===== config.mk =====
export PLATFORM = sky130hd
export DESIGN_NAME = uart_cmd_framer
export DESIGN_NICKNAME = d
export VERILOG_FILES = /design/src/rtl/dso_cmd_pkg.sv /design/src/rtl/resp_tx_ctrl.sv /design/src/rtl/uart_cmd_framer.sv
export SDC_FILE = /design/constraint.sdc
export NUM_CORES = 1
export LEC_CHECK = 0
export BUFFER_PORTS_ARGS = -buffer_cell sky130_fd_sc_hd__buf_4
export CAP_MARGIN = 10
export CORE_MARGIN = 2
export CORE_UTILIZATION = 40
export CTS_CLUSTER_SIZE = 24
export DETAILED_ROUTE_END_ITERATION = 12
export MAX_ROUTING_LAYER = met4
export PLACE_DENSITY_LB_ADDON = 0.12
export SKIP_CTS_REPAIR_TIMING = 1
export SYNTH_ARGS = -nofsm -noshare
export SYNTH_HDL_FRONTEND = slang
export SYNTH_SLANG_ARGS = --single-unit
export TNS_END_PERCENT = 20

===== constraint.sdc =====
create_clock -name clk -period 2.05 [get_ports clk]
set_clock_uncertainty 0.1 [all_clocks]
set_input_delay 0.3075 -clock clk [delete_from_list [all_inputs] [get_ports clk]]
set_output_delay 0.3075 -clock clk [all_outputs]
set_load 0.01 [all_outputs]

===== src/rtl/dso_cmd_pkg.sv =====
// Shared DSO command/response definitions: framer FSM states, opcodes, ack bytes.
package dso_cmd_pkg;

   typedef enum logic [1:0] {WAIT_OP, WAIT_B2, WAIT_B3, HOLD} rx_state_t;
   typedef enum logic       {TX_IDLE, TX_BUSY} tx_state_t;

   localparam logic [7:0] DUMP_CH  = 8'h01;
   localparam logic [7:0] CFG_GAIN = 8'h02;
   localparam logic [7:0] TRIG_LVL = 8'h03;
   localparam logic [7:0] TRIG_POS = 8'h04;
   localparam logic [7:0] SET_DEC  = 8'h05;
   localparam logic [7:0] TRIG_CFG = 8'h06;
   localparam logic [7:0] TRIG_RD  = 8'h07;
   localparam logic [7:0] EEP_WRT  = 8'h08;
   localparam logic [7:0] EEP_RD   = 8'h09;

   localparam logic [7:0] POS_ACK  = 8'hA5;
   localparam logic [7:0] NEG_ACK  = 8'hEE;

   // Opcodes form one contiguous range, DUMP_CH..EEP_RD.
   function automatic logic op_valid(input logic [7:0] op);
      return (op >= DUMP_CH) && (op <= EEP_RD);
   endfunction

endpackage


===== src/rtl/resp_tx_ctrl.sv =====
// Single-byte response sender: one trmt strobe per accepted byte, busy until the
// UART's tx_done level rises.
module resp_tx_ctrl
   import dso_cmd_pkg::*;
(
   input  logic       clk,
   input  logic       rst,
   input  logic       send_resp,
   input  logic [7:0] resp_data,
   input  logic       tx_done,
   output logic       trmt,
   output logic [7:0] tx_data,
   output logic       resp_busy,
   output logic       resp_sent
);

   tx_state_t tx_state;
   logic      done_q;
   logic      done_rise;

   // done_q follows tx_done in every state so a level already high on entry is no edge
   assign done_rise = tx_done && !done_q;
   assign resp_busy = (tx_state == TX_BUSY);

   always_ff @(posedge clk or posedge rst) begin
      if (rst) begin
         tx_state  <= TX_IDLE;
         tx_data   <= '0;
         trmt      <= 1'b0;
         resp_sent <= 1'b0;
         done_q    <= 1'b0;
      end else begin
         done_q    <= tx_done;
         trmt      <= 1'b0;
         resp_sent <= 1'b0;
         case (tx_state)
            TX_IDLE: if (send_resp && !resp_sent) begin
               tx_data  <= resp_data;
               trmt     <= 1'b1;
               tx_state <= TX_BUSY;
            end
            TX_BUSY: if (done_rise) begin
               resp_sent <= 1'b1;
               tx_state  <= TX_IDLE;
            end
            default: tx_state <= TX_IDLE;
         endcase
      end
   end

endmodule


===== src/rtl/uart_cmd_framer.sv =====
// Frames three UART bytes into a 24-bit DSO command with an inter-byte timeout,
// and hands single response bytes to the UART transmitter.
module uart_cmd_framer
   import dso_cmd_pkg::*;
#(
   parameter int TIMEOUT_CYCLES = 100000
) (
   input  logic        clk,
   input  logic        rst,
   input  logic        rx_rdy,
   input  logic [7:0]  rx_data,
   output logic        clr_rx_rdy,
   output logic [23:0] cmd,
   output logic        cmd_rdy,
   output logic        cmd_bad_op,
   input  logic        clr_cmd_rdy,
   output logic        frame_err,
   input  logic        send_resp,
   input  logic [7:0]  resp_data,
   output logic        trmt,
   output logic [7:0]  tx_data,
   input  logic        tx_done,
   output logic        resp_busy,
   output logic        resp_sent
);

   localparam int TW = (TIMEOUT_CYCLES > 2) ? $clog2(TIMEOUT_CYCLES) : 1;

   rx_state_t     rx_state;
   logic [TW-1:0] tcnt;
   logic          capture;
   logic          expire;

   assign capture    = rx_rdy && (rx_state != HOLD);
   // held low during reset so the UART never loses a byte while we are in reset
   assign clr_rx_rdy = capture && !rst;
   assign expire     = (rx_state == WAIT_B2 || rx_state == WAIT_B3) && !rx_rdy &&
                       (tcnt == TW'(TIMEOUT_CYCLES - 1));
   assign frame_err  = expire;
   assign cmd_rdy    = (rx_state == HOLD);

   always_ff @(posedge clk or posedge rst) begin
      if (rst) begin
         rx_state   <= WAIT_OP;
         cmd        <= '0;
         cmd_bad_op <= 1'b0;
         tcnt       <= '0;
      end else begin
         case (rx_state)
            WAIT_OP: begin
               tcnt <= '0;
               if (rx_rdy) begin
                  cmd[23:16] <= rx_data;
                  rx_state   <= WAIT_B2;
               end
            end
            WAIT_B2: begin
               if (rx_rdy) begin
                  cmd[15:8] <= rx_data;
                  rx_state  <= WAIT_B3;
                  tcnt      <= '0;
               end else if (expire) begin
                  rx_state <= WAIT_OP;
                  tcnt     <= '0;
               end else
                  tcnt <= tcnt + TW'(1);
            end
            WAIT_B3: begin
               if (rx_rdy) begin
                  cmd[7:0]   <= rx_data;
                  cmd_bad_op <= !op_valid(cmd[23:16]);
                  rx_state   <= HOLD;
                  tcnt       <= '0;
               end else if (expire) begin
                  // partial bytes stay in cmd; cmd_rdy never rises for them
                  rx_state <= WAIT_OP;
                  tcnt     <= '0;
               end else
                  tcnt <= tcnt + TW'(1);
            end
            HOLD: begin
               tcnt <= '0;
               if (clr_cmd_rdy) rx_state <= WAIT_OP;
            end
            default: rx_state <= WAIT_OP;
         endcase
      end
   end

   resp_tx_ctrl u_tx (
      .clk       (clk),
      .rst       (rst),
      .send_resp (send_resp),
      .resp_data (resp_data),
      .tx_done   (tx_done),
      .trmt      (trmt),
      .tx_data   (tx_data),
      .resp_busy (resp_busy),
      .resp_sent (resp_sent)
   );

endmodule


# [Word-level counts from Yosys, hierarchy flattened]
# Cells that the tools add are included.
[word_totals] regBits=56 input_bits=22 output_inout_bits=39 word_cells=58
[op_classes] n_addsub=1 n_lt_le_gt_ge=2 n_eq_ne=7 muxes=15 bitwise=1 reduce_logical=21
[ops] cell="17-bit two-way mux" n=2
[ops] cell="17-bit one-hot mux with 2 select lines" n=1
[ops] cell="17-bit by 1-bit adder with 17-bit output (second input constant)" n=1
[ops] cell="17-bit == test (second input constant)" n=1
[ops] cell="2-bit two-way mux" n=5
[ops] cell="2-bit AND reduction" n=5
[ops] cell="8-bit by 1-bit greater-or-equal comparator with 1-bit output (second input constant)" n=1
[ops] cell="8-bit by 4-bit less-or-equal comparator with 1-bit output (second input constant)" n=1
[ops] cell="2-bit one-hot mux with 4 select lines" n=1
[ops] cell="1-bit logical AND" n=7
[ops] cell="1-bit zero test" n=5
[ops] cell="1-bit two-way mux" n=5
[ops] cell="2-bit == test (second input constant)" n=2
[ops] cell="2-bit != test (second input constant)" n=2
[ops] cell="2-bit OR reduction" n=2
[ops] cell="2-bit by 1-bit == test with 1-bit output (second input constant)" n=1
[ops] cell="2-bit zero test" n=1
[ops] cell="2-bit by 1-bit != test with 1-bit output (second input constant)" n=1
[ops] cell="1-bit one-hot mux with 2 select lines" n=1
[ops] cell="1-bit logical OR" n=1
[ops] cell="1-bit inverter" n=1

# [Logic depth before layout (Yosys ltp)]
[logic_depth] word_depth=7 ltp_mapped=7 ltp_nobuf=6

# [By module]
# Synthesis repeated with hierarchy kept, for this count alone.
[hier_totals] cells_unflattened=196 area_unflattened_um2=2468.6
[modules_own_cells] module="uart_cmd_framer" n_inst=1 cells_per_inst=169 area_per_inst_um2=2024.4 seq_area_each_um2=1101.1
[modules_own_cells] module="resp_tx_ctrl" n_inst=1 cells_per_inst=27 area_per_inst_um2=444.2 seq_area_each_um2=300.3

# [Least setup slack after synthesis]
# Ideal clock, no wire load.
[synth_timing] path_kind="input port to output port" from="in rst" to="out clr_rx_rdy" arrival_time_ps=1831 t_required_ps=1642 path_slack_ps=-189 cell_stages=2 path_buffers=0 cell_sequence="inv_1 > and3_1"
[synth_between] elab_chain_cells=2
[synth_lines] item="start, declared" line_no="uart_cmd_framer.sv:9" source="input logic rst,"
[synth_lines] item="1-bit zero test (no source line)"
[synth_lines] item="1-bit logical AND" line_no="uart_cmd_framer.sv:36" source="assign clr_rx_rdy = capture && !rst;"
[synth_lines] item="end, declared" line_no="uart_cmd_framer.sv:12" source="output logic clr_rx_rdy,"
# Every way passes these cells.

# [Worst setup path in the final report]
[layout_timing] from="reg tcnt[0]" to="out frame_err"
[layout_between] elab_chain_cells=2
[layout_lines] item="start, declared" line_no="uart_cmd_framer.sv:30" source="logic [TW-1:0] tcnt;"
[layout_lines] item="start signal, assigned" line_no="uart_cmd_framer.sv:66" source="tcnt <= tcnt + TW'(1);"
[layout_lines] item="start signal, assigned" line_no="uart_cmd_framer.sv:79" source="tcnt <= tcnt + TW'(1);"
[layout_lines] item="17-bit == test" line_no="uart_cmd_framer.sv:38" source="(tcnt == TW'(TIMEOUT_CYCLES - 1));"
[layout_lines] item="1-bit logical AND" line_no="uart_cmd_framer.sv:37" source="assign expire = (rx_state == WAIT_B2 || rx_state == WAIT_B3) && !rx_rdy &&"
[layout_lines] item="end, declared" line_no="uart_cmd_framer.sv:17" source="output logic frame_err,"
# Every way passes these cells.

==> qor.csv <==
metric,value,unit
firstDrtPassIters,4,
drive_gt1_frac,0.4535,
finalSetupTns,-0.03095,ns
synthToLayoutAreaGrowth,29.39,%
clock_latency,0.31,ns
period_minus_slack,2.081,ns
io_pins,61,
max-cap-violations,0,
syn_area,2410,sq um
start_util,0.4094,
violations,setup timing,
syn_area_per_cell,12.89,sq um
final_util,0.5298,
htreeDepth,2,
slew_violations,0,
rsz0062_at_grt,yes,
die_height,81.62,microns
criticalPathCategory,reg -> out,
port_buffers,60,
required,1.64,ns
ir_worst_vdd,0.5693,mV
status,"finished, violations left",
fin_nets,285,
grt_overflow,0,
crit_fanout,4,
fmax,480.6,MHz
endpoint_kind,output pin,
synth-main-ff-cell,dfrtp_1,
grt_pass1_vias,1555,
setup_viol,1,
clkTransAtPathRegs,0.11,ns
hold_class,in -> reg,
cts_made_buffers,5,
synth_top_area_share,0.5815,
setup_ws,-0.03095,ns
drt-initial-drc-count,56,
die_x,81.62,microns
leakage,1.418,nW
wl_per_cell,14.39,microns
max_slew_margin,0.5314,
cp_data_arrival_time,1.67,ns
antenna_found_initial,0,
placed_area,2950,sq um
routed_wl,4.791,mm
min_period_over_period,1.015,
synthTopCellsByCount,"dfrtp_1 (56), mux2_2 (33), nor2_1 (17)",
dr_total_vias,1643,
powerDensity,1192,nW/um^2
coreArea,5886,sq um
viasPerCell,4.934,
synth-edff-count,0,
row_count,28,
whs_path_depth,2,
drc,0,
startpoint_type,flip-flop,
total_power,3.716,mW
grt_pass1_wl,7.438,mm
cts_tree,done,
gp_congestion,0.8243,
diodes,0,
synth_warnings,0,
fillers,534,
post-dp-hpwl,3.333,mm
ant_nets,0,
track_usage,0.1506,
syn-instance-count,187,
yosys_register_bits,56,
yosysTopAreaCell,dfrtp_1,
rr_worst_depth,6,
yosysMostFrequentCell,dfrtp_1,
async_reset_ff_frac,1.000,
dieArea,6661,sq um
clock_sinks,56,
postLayoutCellArea,3118,sq um
hold_viol_final,0,
grt_max_degree,57,
cts_root_buf,clkbuf_8,
netlist_top_cells_area,"dfrtp_1 (58%), mux2_2 (15%), xor2_1 (4.4%)",
ys_types,32,
cts_buffer_depth,2,
syn_nets,215,
place_ws,0.2306,ns
tightest_slew,0.7030,ns
seq_area_frac_synth,0.5815,
logic make-up after synthesis:
| kind of cell | after synthesis | share of synthesized area |
|---|---|---|
| compound gates | 12 | 0.02856 |
| xor+xnor | 13 | 0.04725 |
| fa+ha+maj | 6 | 0.03115 |
| buf+inv | 12 | 0.02337 |
| flops | 56 | 0.5815 |
| mux | 34 | 0.1584 |
| simple gates | 54 | 0.1298 |
state kept, by name, indices dropped and copies added, names as in the netlist:
register and cells:
tcnt 17, u_tx.resp_busy 1, u_tx.resp_sent 1, u_tx.done_q 1, u_tx.tx_data 8, cmd_bad_op 1
cmd 24, rx_state 2, u_tx.trmt 1
layout make-up:
| type | instances | area [sq um] | area share |
|---|---|---|---|
| Clock inverter | 2 | 16.27 | 0.005217 |
| Tap cell | 75 | 93.84 | 0.03010 |
| Inverter | 7 | 30.03 | 0.009631 |
| Timing Repair Buffer | 68 | 513.0 | 0.1645 |
| Clock buffer | 6 | 72.57 | 0.02327 |
| Sequential cell | 56 | 1404 | 0.4502 |
| Multi-Input combinational cell | 119 | 988.4 | 0.3170 |
metrics by stage:
step | hold WS [ns] | cells
final | 0.1192 | 333
after global routing | 0.1062 | 333
after CTS | -0.003456 | 328
after detailed placement | 0.3300 | 320
after global placement | 0.3278 | 320
after floorplan | 0.2389 | 187
layout by cell type (no fill, tap or decap), drive strengths merged, types with 2 or more instances in the layout:
cell and instances:
clkbuf 6, ha 6, nand3 6, nor3b 3, clkinvlp 2, xor2 12, o21ai 4, nor2 17
dfrtp 56, and4 5, buf 67, nor4 2, inv 6, nand2 5, mux2 33, or3 3
a21oi 4, nand4 7
worst paths after layout:
kind	to	from	slack [ns]
setup / recovery	frame_err	tcnt[0]	-0.03
max in group asynchronous	tcnt[6]	rst	1.20
setup reg to reg	tcnt[16]	tcnt[0]	0.34
min in group asynchronous	tcnt[3]	rst	0.16
hold reg to reg	cmd_bad_op	cmd_bad_op	0.41
hold / removal	u_tx.tx_data[6]	resp_data[6]	0.12
worst max-delay path, cell delays in order (launching register included):
cell	delay, ns
dfrtp_1	0.42
ha_4	0.15
and4_4	0.22
nand4_1	0.12
nor3b_2	0.29
buf_4	0.17
power by group:
group,switching [mW],total (mW),internal [mW]
clock,0.365,0.609,0.244
combinational,0.615,1.42,0.807
sequential,0.232,1.68,1.45
routing by layer:
layer,GRT usage,routed length [microns],part of all wire
met2,0.2287,2230,0.47
met3,0.04066,252,0.053
met4,0.04000,43,0.0090
met5,-,0,0
met1,0.2011,2264,0.47
(Power assumes the default switching activity.)
